## config.mk

```make
export PLATFORM = sky130hd
export DESIGN_NAME = hazard_unit
export DESIGN_NICKNAME = d
export VERILOG_FILES = /design/src/rtl/hazard_pkg.sv /design/src/rtl/hazard_pipe_track.sv /design/src/rtl/hazard_unit.sv
export SDC_FILE = /design/constraint.sdc
export NUM_CORES = 1
export LEC_CHECK = 0
export BUFFER_PORTS_ARGS = -buffer_cell sky130_fd_sc_hd__buf_2
export CAP_MARGIN = 20
export CORE_ASPECT_RATIO = 1.2
export CORE_MARGIN = 2
export CORE_UTILIZATION = 51
export CTS_BUF_LIST = sky130_fd_sc_hd__clkbuf_4 sky130_fd_sc_hd__clkbuf_8 sky130_fd_sc_hd__clkbuf_16
export CTS_CLUSTER_DIAMETER = 30
export DETAILED_ROUTE_END_ITERATION = 10
export GPL_ROUTABILITY_DRIVEN = 1
export PLACE_DENSITY = 0.78
export SETUP_SLACK_MARGIN = 0.1
export SLEW_MARGIN = 15
export SYNTH_ARGS = -nofsm -noshare
export SYNTH_HDL_FRONTEND = slang
export SYNTH_SLANG_ARGS = --single-unit
```

## constraint.sdc

```tcl
create_clock -name clk -period 4.8 [get_ports clk]
set_input_delay 0.48 -clock clk [delete_from_list [all_inputs] [get_ports clk]]
set_output_delay 0.48 -clock clk [all_outputs]
set_load 0.02 [all_outputs]
```

## src/rtl/hazard_pkg.sv

```systemverilog
// hazard_pkg: shared encodings and constants for the pipeline hazard unit.
//   FWD_*      : forwarding-mux select encodings for D/E operands.
//   FWD_M_*    : DM write-data select encodings for the M stage.
//   TUSE_*     : cycles until an operand is consumed, counted from D.
//   TNEW_*     : cycles until a result is produced, counted from E entry.
//   REG_ZERO   : index of $0, which never participates in a hazard.
package hazard_pkg;

  localparam logic [1:0] FWD_GPR = 2'b00;
  localparam logic [1:0] FWD_W   = 2'b01;
  localparam logic [1:0] FWD_M   = 2'b10;
  localparam logic [1:0] FWD_E   = 2'b11;

  localparam logic FWD_M_PIPE = 1'b0;
  localparam logic FWD_M_W    = 1'b1;

  localparam logic [1:0] TUSE_0 = 2'd0;
  localparam logic [1:0] TUSE_1 = 2'd1;
  localparam logic [1:0] TUSE_2 = 2'd2;

  localparam logic [1:0] TNEW_0   = 2'd0;
  localparam logic [1:0] TNEW_ALU = 2'd1;
  localparam logic [1:0] TNEW_LD  = 2'd2;

  localparam logic [4:0] REG_ZERO = 5'd0;

endpackage

```

## src/rtl/hazard_pipe_track.sv

```systemverilog
// hazard_pipe_track: destination/Tnew shadow of the E, M and W stages.
//   clk_i, rst_ni    : clock, synchronous active-low reset.
//   stall_i          : 1 = insert a bubble into E; M and W still advance.
//   rs_i/rt_i/a3_i   : D-stage source fields and destination (already 0 if no write).
//   wr_i, tnew_i     : D-stage write enable and Tnew at E entry.
//   *E_o/*M_o/*W_o   : current tracked state per stage.
module hazard_pipe_track
  import hazard_pkg::*;
#(
  parameter int unsigned REG_W  = 5,
  parameter int unsigned TNEW_W = 2
) (
  input  logic              clk_i,
  input  logic              rst_ni,
  input  logic              stall_i,
  input  logic [REG_W-1:0]  rs_i,
  input  logic [REG_W-1:0]  rt_i,
  input  logic [REG_W-1:0]  a3_i,
  input  logic              wr_i,
  input  logic [TNEW_W-1:0] tnew_i,
  output logic [REG_W-1:0]  rsE_o,
  output logic [REG_W-1:0]  rtE_o,
  output logic [REG_W-1:0]  a3E_o,
  output logic              wrE_o,
  output logic [TNEW_W-1:0] tnewE_o,
  output logic [REG_W-1:0]  rtM_o,
  output logic [REG_W-1:0]  a3M_o,
  output logic              wrM_o,
  output logic [TNEW_W-1:0] tnewM_o,
  output logic [REG_W-1:0]  a3W_o,
  output logic              wrW_o
);

  logic [REG_W-1:0]  rsE_q, rsE_d, rtE_q, rtE_d, a3E_q, a3E_d;
  logic              wrE_q, wrE_d;
  logic [TNEW_W-1:0] tnewE_q, tnewE_d;
  logic [REG_W-1:0]  rtM_q, rtM_d, a3M_q, a3M_d;
  logic              wrM_q, wrM_d;
  logic [TNEW_W-1:0] tnewM_q, tnewM_d;
  logic [REG_W-1:0]  a3W_q, a3W_d;
  logic              wrW_q, wrW_d;

  always_comb begin
    if (stall_i) begin
      rsE_d   = '0;
      rtE_d   = '0;
      a3E_d   = '0;
      wrE_d   = 1'b0;
      tnewE_d = '0;
    end else begin
      rsE_d   = rs_i;
      rtE_d   = rt_i;
      a3E_d   = a3_i;
      wrE_d   = wr_i;
      tnewE_d = tnew_i;
    end
    rtM_d   = rtE_q;
    a3M_d   = a3E_q;
    wrM_d   = wrE_q;
    // One cycle of E elapses on the way to M; a ready result stays ready.
    tnewM_d = (tnewE_q == '0) ? '0 : tnewE_q - TNEW_W'(1);
    a3W_d   = a3M_q;
    wrW_d   = wrM_q;
  end

  always_ff @(posedge clk_i) begin
    if (!rst_ni) begin
      rsE_q   <= '0;
      rtE_q   <= '0;
      a3E_q   <= '0;
      wrE_q   <= 1'b0;
      tnewE_q <= '0;
      rtM_q   <= '0;
      a3M_q   <= '0;
      wrM_q   <= 1'b0;
      tnewM_q <= '0;
      a3W_q   <= '0;
      wrW_q   <= 1'b0;
    end else begin
      rsE_q   <= rsE_d;
      rtE_q   <= rtE_d;
      a3E_q   <= a3E_d;
      wrE_q   <= wrE_d;
      tnewE_q <= tnewE_d;
      rtM_q   <= rtM_d;
      a3M_q   <= a3M_d;
      wrM_q   <= wrM_d;
      tnewM_q <= tnewM_d;
      a3W_q   <= a3W_d;
      wrW_q   <= wrW_d;
    end
  end

  assign rsE_o   = rsE_q;
  assign rtE_o   = rtE_q;
  assign a3E_o   = a3E_q;
  assign wrE_o   = wrE_q;
  assign tnewE_o = tnewE_q;
  assign rtM_o   = rtM_q;
  assign a3M_o   = a3M_q;
  assign wrM_o   = wrM_q;
  assign tnewM_o = tnewM_q;
  assign a3W_o   = a3W_q;
  assign wrW_o   = wrW_q;

endmodule

```

## src/rtl/hazard_unit.sv

```systemverilog
// hazard_unit: stall and forwarding control for the 5-stage MIPS pipeline.
//   clk, reset            : clock, synchronous active-low reset.
//   cal_rD..jalD          : D-stage instruction class flags from the decoder.
//   rsD, rtD, a3D         : D-stage source fields and resolved destination.
//   RegWriteD             : D instruction writes the GPR file.
//   stall                 : hold PC and F/D, bubble into E.
//   ForwardRSD/RTD        : D compare/jr operand selects (GPR/W/M/E).
//   ForwardRSE/RTE        : E ALU operand selects (pipe/W/M).
//   ForwardRTM            : M store-data select (pipe/W).
module hazard_unit
  import hazard_pkg::*;
#(
  parameter int unsigned REG_W  = 5,
  parameter int unsigned TNEW_W = 2
) (
  input  logic             clk,
  input  logic             reset,
  input  logic             cal_rD,
  input  logic             cal_iD,
  input  logic             ldD,
  input  logic             stD,
  input  logic             b_typeD,
  input  logic             jrD,
  input  logic             jalD,
  input  logic [REG_W-1:0] rsD,
  input  logic [REG_W-1:0] rtD,
  input  logic [REG_W-1:0] a3D,
  input  logic             RegWriteD,
  output logic             stall,
  output logic [1:0]       ForwardRSD,
  output logic [1:0]       ForwardRTD,
  output logic [1:0]       ForwardRSE,
  output logic [1:0]       ForwardRTE,
  output logic             ForwardRTM
);

  logic [REG_W-1:0]  rsE, rtE, a3E, rtM, a3M, a3W, a3_in;
  logic              wrE, wrM, wrW;
  logic [TNEW_W-1:0] tnewE, tnewM, tnew_in, rs_tuse, rt_tuse;
  logic              rs_use, rt_use;
  logic              rs_hit_e, rs_hit_m, rs_hit_w, rt_hit_e, rt_hit_m, rt_hit_w;
  logic              rsE_hit_m, rsE_hit_w, rtE_hit_m, rtE_hit_w, rtM_hit_w;
  logic              rdy_e, rdy_m;

  function automatic logic hit(input logic [REG_W-1:0] src,
                               input logic [REG_W-1:0] a3,
                               input logic             wr);
    return wr && (a3 == src) && (a3 != REG_W'(REG_ZERO));
  endfunction

  // A nearer match whose result is not ready masks farther stages; the
  // stall logic holds the consumer until that match becomes forwardable.
  function automatic logic [1:0] fwd_d(input logic h_e, input logic r_e,
                                       input logic h_m, input logic r_m,
                                       input logic h_w);
    if (h_e)      return r_e ? FWD_E : FWD_GPR;
    else if (h_m) return r_m ? FWD_M : FWD_GPR;
    else if (h_w) return FWD_W;
    else          return FWD_GPR;
  endfunction

  function automatic logic [1:0] fwd_e(input logic h_m, input logic r_m,
                                       input logic h_w);
    if (h_m)      return r_m ? FWD_M : FWD_GPR;
    else if (h_w) return FWD_W;
    else          return FWD_GPR;
  endfunction

  always_comb begin
    rs_use  = b_typeD | jrD | cal_rD | cal_iD | ldD | stD;
    rs_tuse = (b_typeD | jrD) ? TNEW_W'(TUSE_0) : TNEW_W'(TUSE_1);
    rt_use  = b_typeD | cal_rD | stD;
    rt_tuse = b_typeD ? TNEW_W'(TUSE_0) :
              cal_rD  ? TNEW_W'(TUSE_1) : TNEW_W'(TUSE_2);

    if (cal_rD | cal_iD) tnew_in = TNEW_W'(TNEW_ALU);
    else if (ldD)        tnew_in = TNEW_W'(TNEW_LD);
    else if (jalD)       tnew_in = TNEW_W'(TNEW_0);
    else                 tnew_in = TNEW_W'(TNEW_0);

    a3_in = RegWriteD ? a3D : '0;
  end

  hazard_pipe_track #(
    .REG_W  (REG_W),
    .TNEW_W (TNEW_W)
  ) u_track (
    .clk_i   (clk),
    .rst_ni  (reset),
    .stall_i (stall),
    .rs_i    (rsD),
    .rt_i    (rtD),
    .a3_i    (a3_in),
    .wr_i    (RegWriteD),
    .tnew_i  (tnew_in),
    .rsE_o   (rsE),
    .rtE_o   (rtE),
    .a3E_o   (a3E),
    .wrE_o   (wrE),
    .tnewE_o (tnewE),
    .rtM_o   (rtM),
    .a3M_o   (a3M),
    .wrM_o   (wrM),
    .tnewM_o (tnewM),
    .a3W_o   (a3W),
    .wrW_o   (wrW)
  );

  always_comb begin
    rdy_e = (tnewE == '0);
    rdy_m = (tnewM == '0);

    rs_hit_e = rs_use && hit(rsD, a3E, wrE);
    rs_hit_m = rs_use && hit(rsD, a3M, wrM);
    rs_hit_w = rs_use && hit(rsD, a3W, wrW);
    rt_hit_e = rt_use && hit(rtD, a3E, wrE);
    rt_hit_m = rt_use && hit(rtD, a3M, wrM);
    rt_hit_w = rt_use && hit(rtD, a3W, wrW);

    rsE_hit_m = hit(rsE, a3M, wrM);
    rsE_hit_w = hit(rsE, a3W, wrW);
    rtE_hit_m = hit(rtE, a3M, wrM);
    rtE_hit_w = hit(rtE, a3W, wrW);
    rtM_hit_w = hit(rtM, a3W, wrW);

    stall = (rs_hit_e && (rs_tuse < tnewE)) || (rs_hit_m && (rs_tuse < tnewM)) ||
            (rt_hit_e && (rt_tuse < tnewE)) || (rt_hit_m && (rt_tuse < tnewM));

    ForwardRSD = fwd_d(rs_hit_e, rdy_e, rs_hit_m, rdy_m, rs_hit_w);
    ForwardRTD = fwd_d(rt_hit_e, rdy_e, rt_hit_m, rdy_m, rt_hit_w);
    ForwardRSE = fwd_e(rsE_hit_m, rdy_m, rsE_hit_w);
    ForwardRTE = fwd_e(rtE_hit_m, rdy_m, rtE_hit_w);
    ForwardRTM = rtM_hit_w ? FWD_M_W : FWD_M_PIPE;
  end

endmodule

```

Word-level counts from Yosys, hierarchy flattened --
Cells that the tools add are included. Widths: inputs -> output; s select.
Word-level totals: flip-flop bits (word level) 37, logic and storage cells 100, bits of input ports 25
Operators by class: bitwise gates (word level) 10, order comparisons 4, reductions and logical operators 44, add/sub/neg operators 1, eq/ne operators 11, mux-type cells 18
Operators with widths (count):
- $eq 5x5->1 | 11
- $logic_and 1x1->1 | 32
- $mux 2 | 11
- $reduce_bool 5->1 | 3
- $or 1x1->1 | 8
- $mux 1 | 7
- $reduce_or 3->1 | 2
- $logic_not 2->1 | 2
- $lt 1x2->1 | 2
- $lt 2x2->1 | 2
- $reduce_or 2->1 | 2
- $logic_or 1x1->1 | 3
- $not 1->1 | 2
- $sub 2x1->2 const B | 1

Longest topological paths before layout --
Gate-level depths: netlist (run 1).
depth after elaboration 11, mapped depth 7

Hierarchy --
Synthesis (run 1) repeated with hierarchy kept, for this count alone.
Unflattened totals: cells, all modules 213, area total of the unflattened synthesis 2075.7 um^2
Modules (own cells, without submodules):
- hazard_pipe_track | area each 1091.0 um^2, cells an instance 81, seq. area each 740.7 um^2, instances 1
- hazard_unit | area each 984.7 um^2, cells an instance 132, seq. area each 0.0 um^2, instances 1

Worst setup path before layout (run 1) --
No wires, ideal clock.
kind register to output, start point register u_track.a3E_q[1], in the netlist u_track.a3E_o[1], end point output port ForwardRSD[1], slack 2.424 ns, cell stages (with the launch flop) 5, path buffers 0, arrival 1.896 ns, cell sequence dfxtp_1 or4_1 o21ai_1 nor4b_1 o41ai_1
On the way: cells in the longest elaborated chain, start to end 5, elaborated cells between the ends (all ways) 6, classes of those cells eq/ne (1); mux (1); reduce/logical (4)
RTL lines:
- start, declared | line hazard_pipe_track.sv:34 | logic [REG_W-1:0] rsE_q, rsE_d, rtE_q, rtE_d, a3E_q, a3E_d;
- start signal, assigned | line hazard_pipe_track.sv:70 | a3E_q <= '0;
- start signal, assigned | line hazard_pipe_track.sv:82 | a3E_q <= a3E_d;
- $eq 5x5->1 | line hazard_unit.sv:48 | return wr && (a3 == src) && (a3 != REG_W'(REG_ZERO));
- $logic_and 1x1->1 | line hazard_unit.sv:48
- $logic_and 1x1->1 (*) | line hazard_unit.sv:48
- $logic_and 1x1->1 (*) | line hazard_unit.sv:113 | rs_hit_e = rs_use && hit(rsD, a3E, wrE);
- $mux 2 (*) | line hazard_unit.sv:56 | if (h_e) return r_e ? FWD_E : FWD_GPR;
- end, declared | line hazard_unit.sv:30 | output logic [1:0] ForwardRSD,
Every way passes the cells marked *; elsewhere a longest branch is shown, timed or not.

Worst setup path after layout (run 1) --
start point register u_track.a3M_q[2], in the netlist u_track.a3M_o[2], end point output port stall
On the way: cells in the longest elaborated chain, start to end 8, elaborated cells between the ends (all ways) 14, classes of those cells eq/ne (2); reduce/logical (12)
RTL lines:
- start, declared | line hazard_pipe_track.sv:37 | logic [REG_W-1:0] rtM_q, rtM_d, a3M_q, a3M_d;
- start signal, assigned | line hazard_pipe_track.sv:86 | a3M_q <= a3M_d;
- $eq 5x5->1 | line hazard_unit.sv:48
- $logic_and 1x1->1 (2 in a row) | line hazard_unit.sv:48
- $logic_and 1x1->1 | line hazard_unit.sv:114 | rs_hit_m = rs_use && hit(rsD, a3M, wrM);
- $logic_and 1x1->1 | line hazard_unit.sv:126 | stall = (rs_hit_e && (rs_tuse < tnewE)) || (rs_hit_m && (rs_tuse < tnewM)) ||
- $logic_or 1x1->1 (2 in a row) | line hazard_unit.sv:126
- $logic_or 1x1->1 (*) | line hazard_unit.sv:127 | (rt_hit_e && (rt_tuse < tnewE)) || (rt_hit_m && (rt_tuse < tnewM));
- end, declared | line hazard_unit.sv:29 | output logic stall,
Marked as above.

==> results of run 1 <==
state kept, by name (all words and copies together), names as in the netlist:
name / count
u_track.a3M_o: 5
u_track.tnewE_o: 2
u_track.rsE_o: 5
u_track.a3W_o: 5
u_track.wrE_o: 1
u_track.a3E_o: 5
u_track.wrM_o: 1
u_track.wrW_o: 1
u_track.rtE_o: 5
u_track.rtM_o: 5
u_track.tnewM_o: 2
per-stage QoR:
stage / std cells / instance area (µm²) / hold slack, ps / power, mW / util (%)
2_1_floorplan: 225 / 2100 / 423 / 0.393 / -
3_3_place_gp: 298 / 2250 / 450 / 0.416 / 57.0
3_5_place_dp: 298 / 2250 / 456 / 0.419 / 57.0
4_1_cts: 306 / 2350 / 401 / 0.654 / 59.6
5_1_grt: 306 / 2350 / 421 / 0.679 / 59.6
6_report: 306 / 2350 / 399 / 0.652 / 59.6
layout by cell type, fill, tap and decap left out, drive strengths merged, types with 3 or more instances in the layout:
cell type and n:
ha 3, nor2 5, inv 3, o21ai 5, buf 34, nor3 23, nor4 7, clkbuf 7
xor2 27, dfxtp 37, nand2 20, nand4 3, and2 18, or4 5, xnor2 28, nand3 6
layout make-up:
| class | instances | area share, % |
|---|---|---|
| multi-input cells | 170 | 53.5 |
| flip-flops and latches | 37 | 31.5 |
| repair buffers | 34 | 7.35 |
| clock buffers | 7 | 4.10 |
| well taps | 54 | 2.88 |
| inverters | 3 | 0.479 |
| clock inverters | 1 | 0.213 |
per-layer routing:
metal,up-vias,GRT usage [%]
met5,-,0
met4,0,11.9
met1,767,24.2
met3,11,3.48
li1,815,-
met2,39,39.4
kinds of logic after synthesis:
| family | share of synthesized area [%] |
|---|---|
| mux | 1.07 |
| flops | 35.2 |
| xor+xnor | 22.9 |
| buf+inv | 5.00 |
| compound gates | 5.30 |
| simple gates | 28.7 |
| fa+ha+maj | 1.79 |
worst min-delay path, delay by kind of cell:
kind          cells  cell delay (ps)
buf+inv           1               90
simple gates      2               80
power by group:
group	internal, mW	leakage [nW]	switching, mW	total [mW]
Sequential	0.320	0.304	0.0150	0.335
Combinational	0.0391	0.695	0.0392	0.0784
Clock	0.130	0.0542	0.110	0.239
Total	0.488	1.05	0.164	0.652
worst max path at each step:
stage	from	to	depth (start not counted)
floorplan	u_track.a3E_o[1]$_SDFF_PP0_	ForwardRSD[1]	4
global route	u_track.a3M_o[3]$_SDFF_PN0_	stall	6
global placement	rtD[1]	stall	7
CTS	u_track.a3M_o[3]$_SDFF_PN0_	stall	6
detailed placement	rtD[1]	stall	7
finish	u_track.a3M_o[2]$_SDFF_PN0_	stall	6
==> results.txt, run 1 <==
The flow ran to the end, and the final reports show no timing, DRC or antenna violations. Of all flip-flops after synthesis, the portion carrying an async set or reset was 0%. The final max-slew violation count came out at 0.

The share of cells above drive strength 1 is 24.2%. The master cell of the clock root buffer is clkbuf_8. The post-CTS repair timing setup buffer count came out at 0.

The worst reg2reg path depth is 5. Grouping stages by cell kind, the critical path spends the most delay in simple AND/OR/NAND/NOR gates. The clock insertion delay at the later pin of the skew report is 290 ps. Signal routing reaches up to met4. The endpoint identified for the worst register-to-register timing path is u_track.wrE_o$_SDFF_PP0_. For this block, wires on met1 add up to 1910 µm. The wire-length estimate of the detail-placed layout is 3240 µm. The number of cells produced by synthesis came out at 225.

The path with the worst hold slack has its endpoint at u_track.a3E_o[0]$_SDFF_PP0_. Data on the critical path is required at its endpoint by between 4000 and 5000 ps. The portion of synthesized cell area occupied by the leading cell type came out at a little over a third. The final setup skew is 6.80 ps. The met3 routed wirelength is 150 µm. Using the TritonRoute via totals, the vias-per-cell ratio works out to 5.33. The maximum fanout count along the critical path came out at 19. The largest vdd supply drop is 259 µV. Registers take 741 µm².

At the placement stage, the worst setup path has a slack of 1930 ps. Counting I/O delays and the setup requirement, the final critical path takes 3130 ps. In this run, post-CTS hold repair placed 0 buffers. The per-cell routed wire length came out at 14.8 µm.

The power density relative to cell area is 278 nW/µm². The total die area came out at 4650 µm². The kind of critical path is reg -> out. The horizontal die dimension came out at 62.6 µm. The clock-pin slew on the worst setup and hold paths came out at around 70 ps.

The number of buffer and inverter stages on the critical path is 1. Global routing consumed, over all layers together, 21.5% of the routing resources. The H-tree depth is 2.

Setup total negative slack on the finished layout was measured at 0 ps. The number of placement rows is 25. In the synthesized netlist, the cells that appear most often are dfxtp_1 (37), xnor2_1 (28), xor2_1 (27), nand2_1 (20), and2_1 (17). In this run the cell area of the synthesized design comes to 2100 µm². In the post-synthesis netlist, the cell with the most instances is dfxtp_1.

The critical path goes through or4_4 > o21ai_4 > or4_4 > o221ai_4 > or2_1 > buf_2. The startpoint identified for the worst hold timing path is a3D[0]. The via count of the first global-routing pass came out at roughly 1600. In the finished design, the share of the clock period the worst path needs comes to 65.1%. The worst stage delay on the critical path is ~600 ps.

The count of cell types in the netlist is 39. The routed wire length on met2 came out at 2370 µm. The number of inserted diodes came out at 0. The net count after synthesis came out at approximately 250. The net count reported at finish came out at approximately 280.

Setup violations remaining at the end of the flow were counted as 0. The worst register-to-register path has a setup slack of 2540 ps. CTS saw 37 sinks.

The type of the most critical hold path is in -> reg. Counting the fill cells in the layout gives 372. The synthesized flop and latch total came out at 37.

The final count of hold timing violations came to 0. The number of DRC markers after the initial detailed-route iteration came out at 30. The measured slew at the worst slew-check pin came out at 762 ps. For this design the top-level I/O count stands at 35. In the synthesized netlist the dominant register cell turns out to be dfxtp_1.

The number of max-cap violations came out at 0. The routed layout has between 1500 and 2000 vias. The total detailed-routing wirelength came out at 4540 µm.

By instance count, the cell type seen most on the critical path is or4_4. The number of enable flip-flop cells after synthesis is 0. The floorplan die height is 74.3 µm.

The fmax is 320 MHz. Routability-driven placement finished with a final weighted congestion of around 0.82. The number of buffers inserted by port buffering came out at 33. The slowest stage of the critical path belongs to the cell o221ai_4. The worst endpoint data arrival time is between 2000 and 3000 ps. The largest net degree at the start of global routing came out at 32. The average instance area after synthesis is 9.34 µm². Global routing finished with a remaining overflow of 0. The TritonCTS clock tree is built. The number of buffers between clock root and the deepest sink is 2. The number of antenna-violating nets in the routed design is 0. The wire length of the first global-routing pass is 7650 µm.

The starting density of the core is between 50% and 60%. The area of the core region came out at 3940 µm². The length of the first detailed-routing pass in iterations is 4.

The leakage power figure is 1.05 nW. The initial antenna violation count came out at 0. The post-cts resize count came out at 0. The worst setup path is launched from a register. Summing all multi-input logic gate instances after layout gives 1260 µm². The part of the Yosys area used for sequential elements is 35.2%. By area the synthesized netlist is led by dfxtp_1 (35%), xnor2_1 (12%), xor2_1 (11%), and2_1 (5.1%), nor3_2 (4.8%). The DRC violation count after routing came out at 0.

In this run the tightest slew margin relative to its limit is roughly half. The number of warning messages in the yosys log is 0. Setup repair after global routing left no endpoint under its margin. The worst-case setup margin in the final layout came out at 1670 ps.

STA classifies the critical path endpoint as an output pin. The clock buffer count from CTS came out at 5. The post-synthesis to final-layout area growth came out at 11.8%. Of all cell types, the one taking the most synthesized area is dfxtp_1. In this run the critical register-to-register path is launched from u_track.a3M_o[2]$_SDFF_PN0_. The hold-critical path depth came out at 3.
No activity file was read; power rests on OpenSTA's default activity.
==> run 2, diff against run 1 <==
clock period = 2.95 ns   (was 4.8 ns; I/O delays follow)
==> run 2 against run 1 <==
Effect of this change:
- flip-flop and latch count unchanged
- critical path depth did not move
- clock skew decreased by 0.77 ps
- first-iteration DRC count rose by 3.3%
- sequential power grew 62%
- critical path type unchanged
==> results.txt, run 2 (synthesis gave the netlist of run 1 again) <==
The ratio of routed vias to standard cells is 5.31. The largest vdd supply drop came out at 319 µV. The H-tree depth is 2.

In this run the standard cell core region covers 3940 µm². At the end of the flow, the number of nets in the layout was 280. Setup violations remaining at the end of the flow were counted as 0. In this run the vertical extent of the chip is between 70 and 80 µm. The type of element launching the critical path is a register. The number of DRC markers after the initial detailed-route iteration came out at 31.

Max-cap violations in this run came to 0. The final global-route overflow total came out at 0. The final count of hold timing violations is 0. The reg2reg setup slack is 830 ps. The worst register-to-register path ends at u_track.rsE_o[3]$_SDFF_PP0_. The worst slew margin relative to its limit is 50.4%. The post-synthesis to final-layout area growth is 11.2%. The number of inserted diodes came out at 0.

In the layout the commonest cells are dfxtp_1 (37), buf_2 (33), xnor2_1 (28). The vias after detailed routing is about 1600. The final max-slew violation count is 0. The initial antenna violation count is 0. In this run the power density over the cells is 426 nW/µm². The leakage power figure came out at 1.04 nW. The number of buffers inserted by port buffering is 33.

The via count of the first global-routing pass is 1715. The cell count after placement came out at around 300. The type of element capturing the critical path is an output pin. The DRC violation count after routing came out at 0. The number of hold buffers added after cts is 0. The hold-critical path depth came out at 3.

The run finished with clean final reports. The measured slew at the worst slew-check pin came out at 733 ps. Clock tree synthesis selected as its root buffer the cell clkbuf_8. In this run the deepest clock path goes through 2 buffers. Leaving out fill and tap cells, the most frequent cell in the layout is dfxtp_1.

The final setup skew came out at a little over 6 ps. The largest net degree at the start of global routing came out at 32. The count of filler cells inserted in the layout came out at 379. The clock reaches the later pin of the worst-skew pair after 300 ps. The clock period minus final worst setup slack is 2660 ps. TritonCTS built the clock tree. In this run the remaining antenna-violating nets after routing total 0. For this run, the top clock speed supported by timing is 376 MHz. The total detailed-routing wirelength came out at 4540 µm. In this run the worst path has a maximum fanout of 19. The congestion estimate from routability-driven global placement came to 0.830. The HPWL after detailed placement came out at 3360 µm. The die is roughly 63 µm wide. The worst endpoint data arrival time came out at 2370 ps.

The final cell count without fillers came out at 305. The die covers 4650 µm². The floorplan has 25 rows.

The post-CTS repair timing setup buffer count is 0. The reg-to-reg critical path startpoint is u_track.a3M_o[1]$_SDFF_PN0_. Before antenna repair, the detailed router went through 4 iterations. The wire length of the first global-routing pass came out at ~7800 µm.

The clock net sink count came out at 37. The path class of the tightest hold or removal check is in -> reg. The share of cells above drive strength 1 came out at 23.9%. The path with the worst hold slack has its endpoint at u_track.a3E_o[0]$_SDFF_PP0_.

The kind of critical path is reg -> out. For this design the top-level I/O count stands at 35. The starting density of the core is 53.3%. The startpoint of the tightest hold check path is a3D[0]. The total routing resource utilization after global routing came out at roughly 22%.

The worst reg2reg path depth is 6. Setup repair after global routing left no endpoint under its margin. The final setup TNS is 0 ps. Clock-pin slew was measured on the worst setup and hold paths at 60 ps. The clock buffer count from CTS came out at 5. The final cycle utilization of the critical path came out at approximately nine tenths.

The per-cell routed wire length is 14.9 µm. The required time reported for the critical path endpoint came out at between 2000 and 3000 ps.
==> run 2: final cells by class <==
| cell class | instances | area (µm²) | share of cell area (%) |
|---|---|---|---|
| clock buffer | 5 | 68.8 | 2.94 |
| clock inverter | 1 | 5.00 | 0.214 |
| inverter | 3 | 11.3 | 0.482 |
| multi-input combinational | 170 | 1260 | 54.1 |
| sequential | 37 | 741 | 31.7 |
| tap | 54 | 67.6 | 2.89 |
| timing repair buffer | 35 | 180 | 7.71 |
==> run 2: critical path: stages (launching register included) <==
cell,delay (ps)
dfxtp_1,550
xor2_1,120
nor3_1,210
nand4b_1,250
a21oi_4,590
or2_1,190
buf_2,150
==> run 2: through the flow <==
stage               hold slack, ps  power [mW]  instance area [µm²]  worst slack (ps)  util [%]
floorplan                      413       0.640                 2100               759         -
global placement               449       0.678                 2260               382      57.2
detailed placement             452       0.683                 2260               358      57.2
CTS                            211        1.00                 2340               280      59.3
global route                   228        1.04                 2340               134      59.3
finish                         216       0.997                 2340               288      59.3
==> run 2: report_power, final <==
part / switching (mW) / total [mW] / internal, mW / leakage [nW]
logic: 0.0641 / 0.128 / 0.0642 / 0.701
clock network: 0.169 / 0.324 / 0.155 / 0.0399
registers: 0.0241 / 0.544 / 0.520 / 0.304
==> run 2: layer usage <==
metal	vias up	part of all wire, %	track usage [%]
met1	780	41	22.7
met4	0	2.2	10.6
li1	809	-	-
met3	9	2.8	4.69
met5	-	0	0
met2	23	54	43.2
==> run 2: how the worst max path moves through the flow <==
| stage | startpoint | to | slack [ps] |
|---|---|---|---|
| floorplan | u_track.a3E_o[1]$_SDFF_PP0_ | ForwardRSD[1] | 760 |
| global placement | u_track.a3M_o[0]$_SDFF_PN0_ | stall | 380 |
| detailed placement | u_track.a3M_o[0]$_SDFF_PN0_ | stall | 360 |
| CTS | u_track.a3M_o[0]$_SDFF_PN0_ | stall | 280 |
| global route | u_track.a3M_o[0]$_SDFF_PN0_ | stall | 130 |
| finish | u_track.a3M_o[0]$_SDFF_PN0_ | stall | 290 |
==> run 2: timing repair <==
item / in CTS / in global routing
endpoints found under the setup margin: 1 / 0
endpoints found under the hold margin: 0 / 0
gates resized for setup: 1 / 0
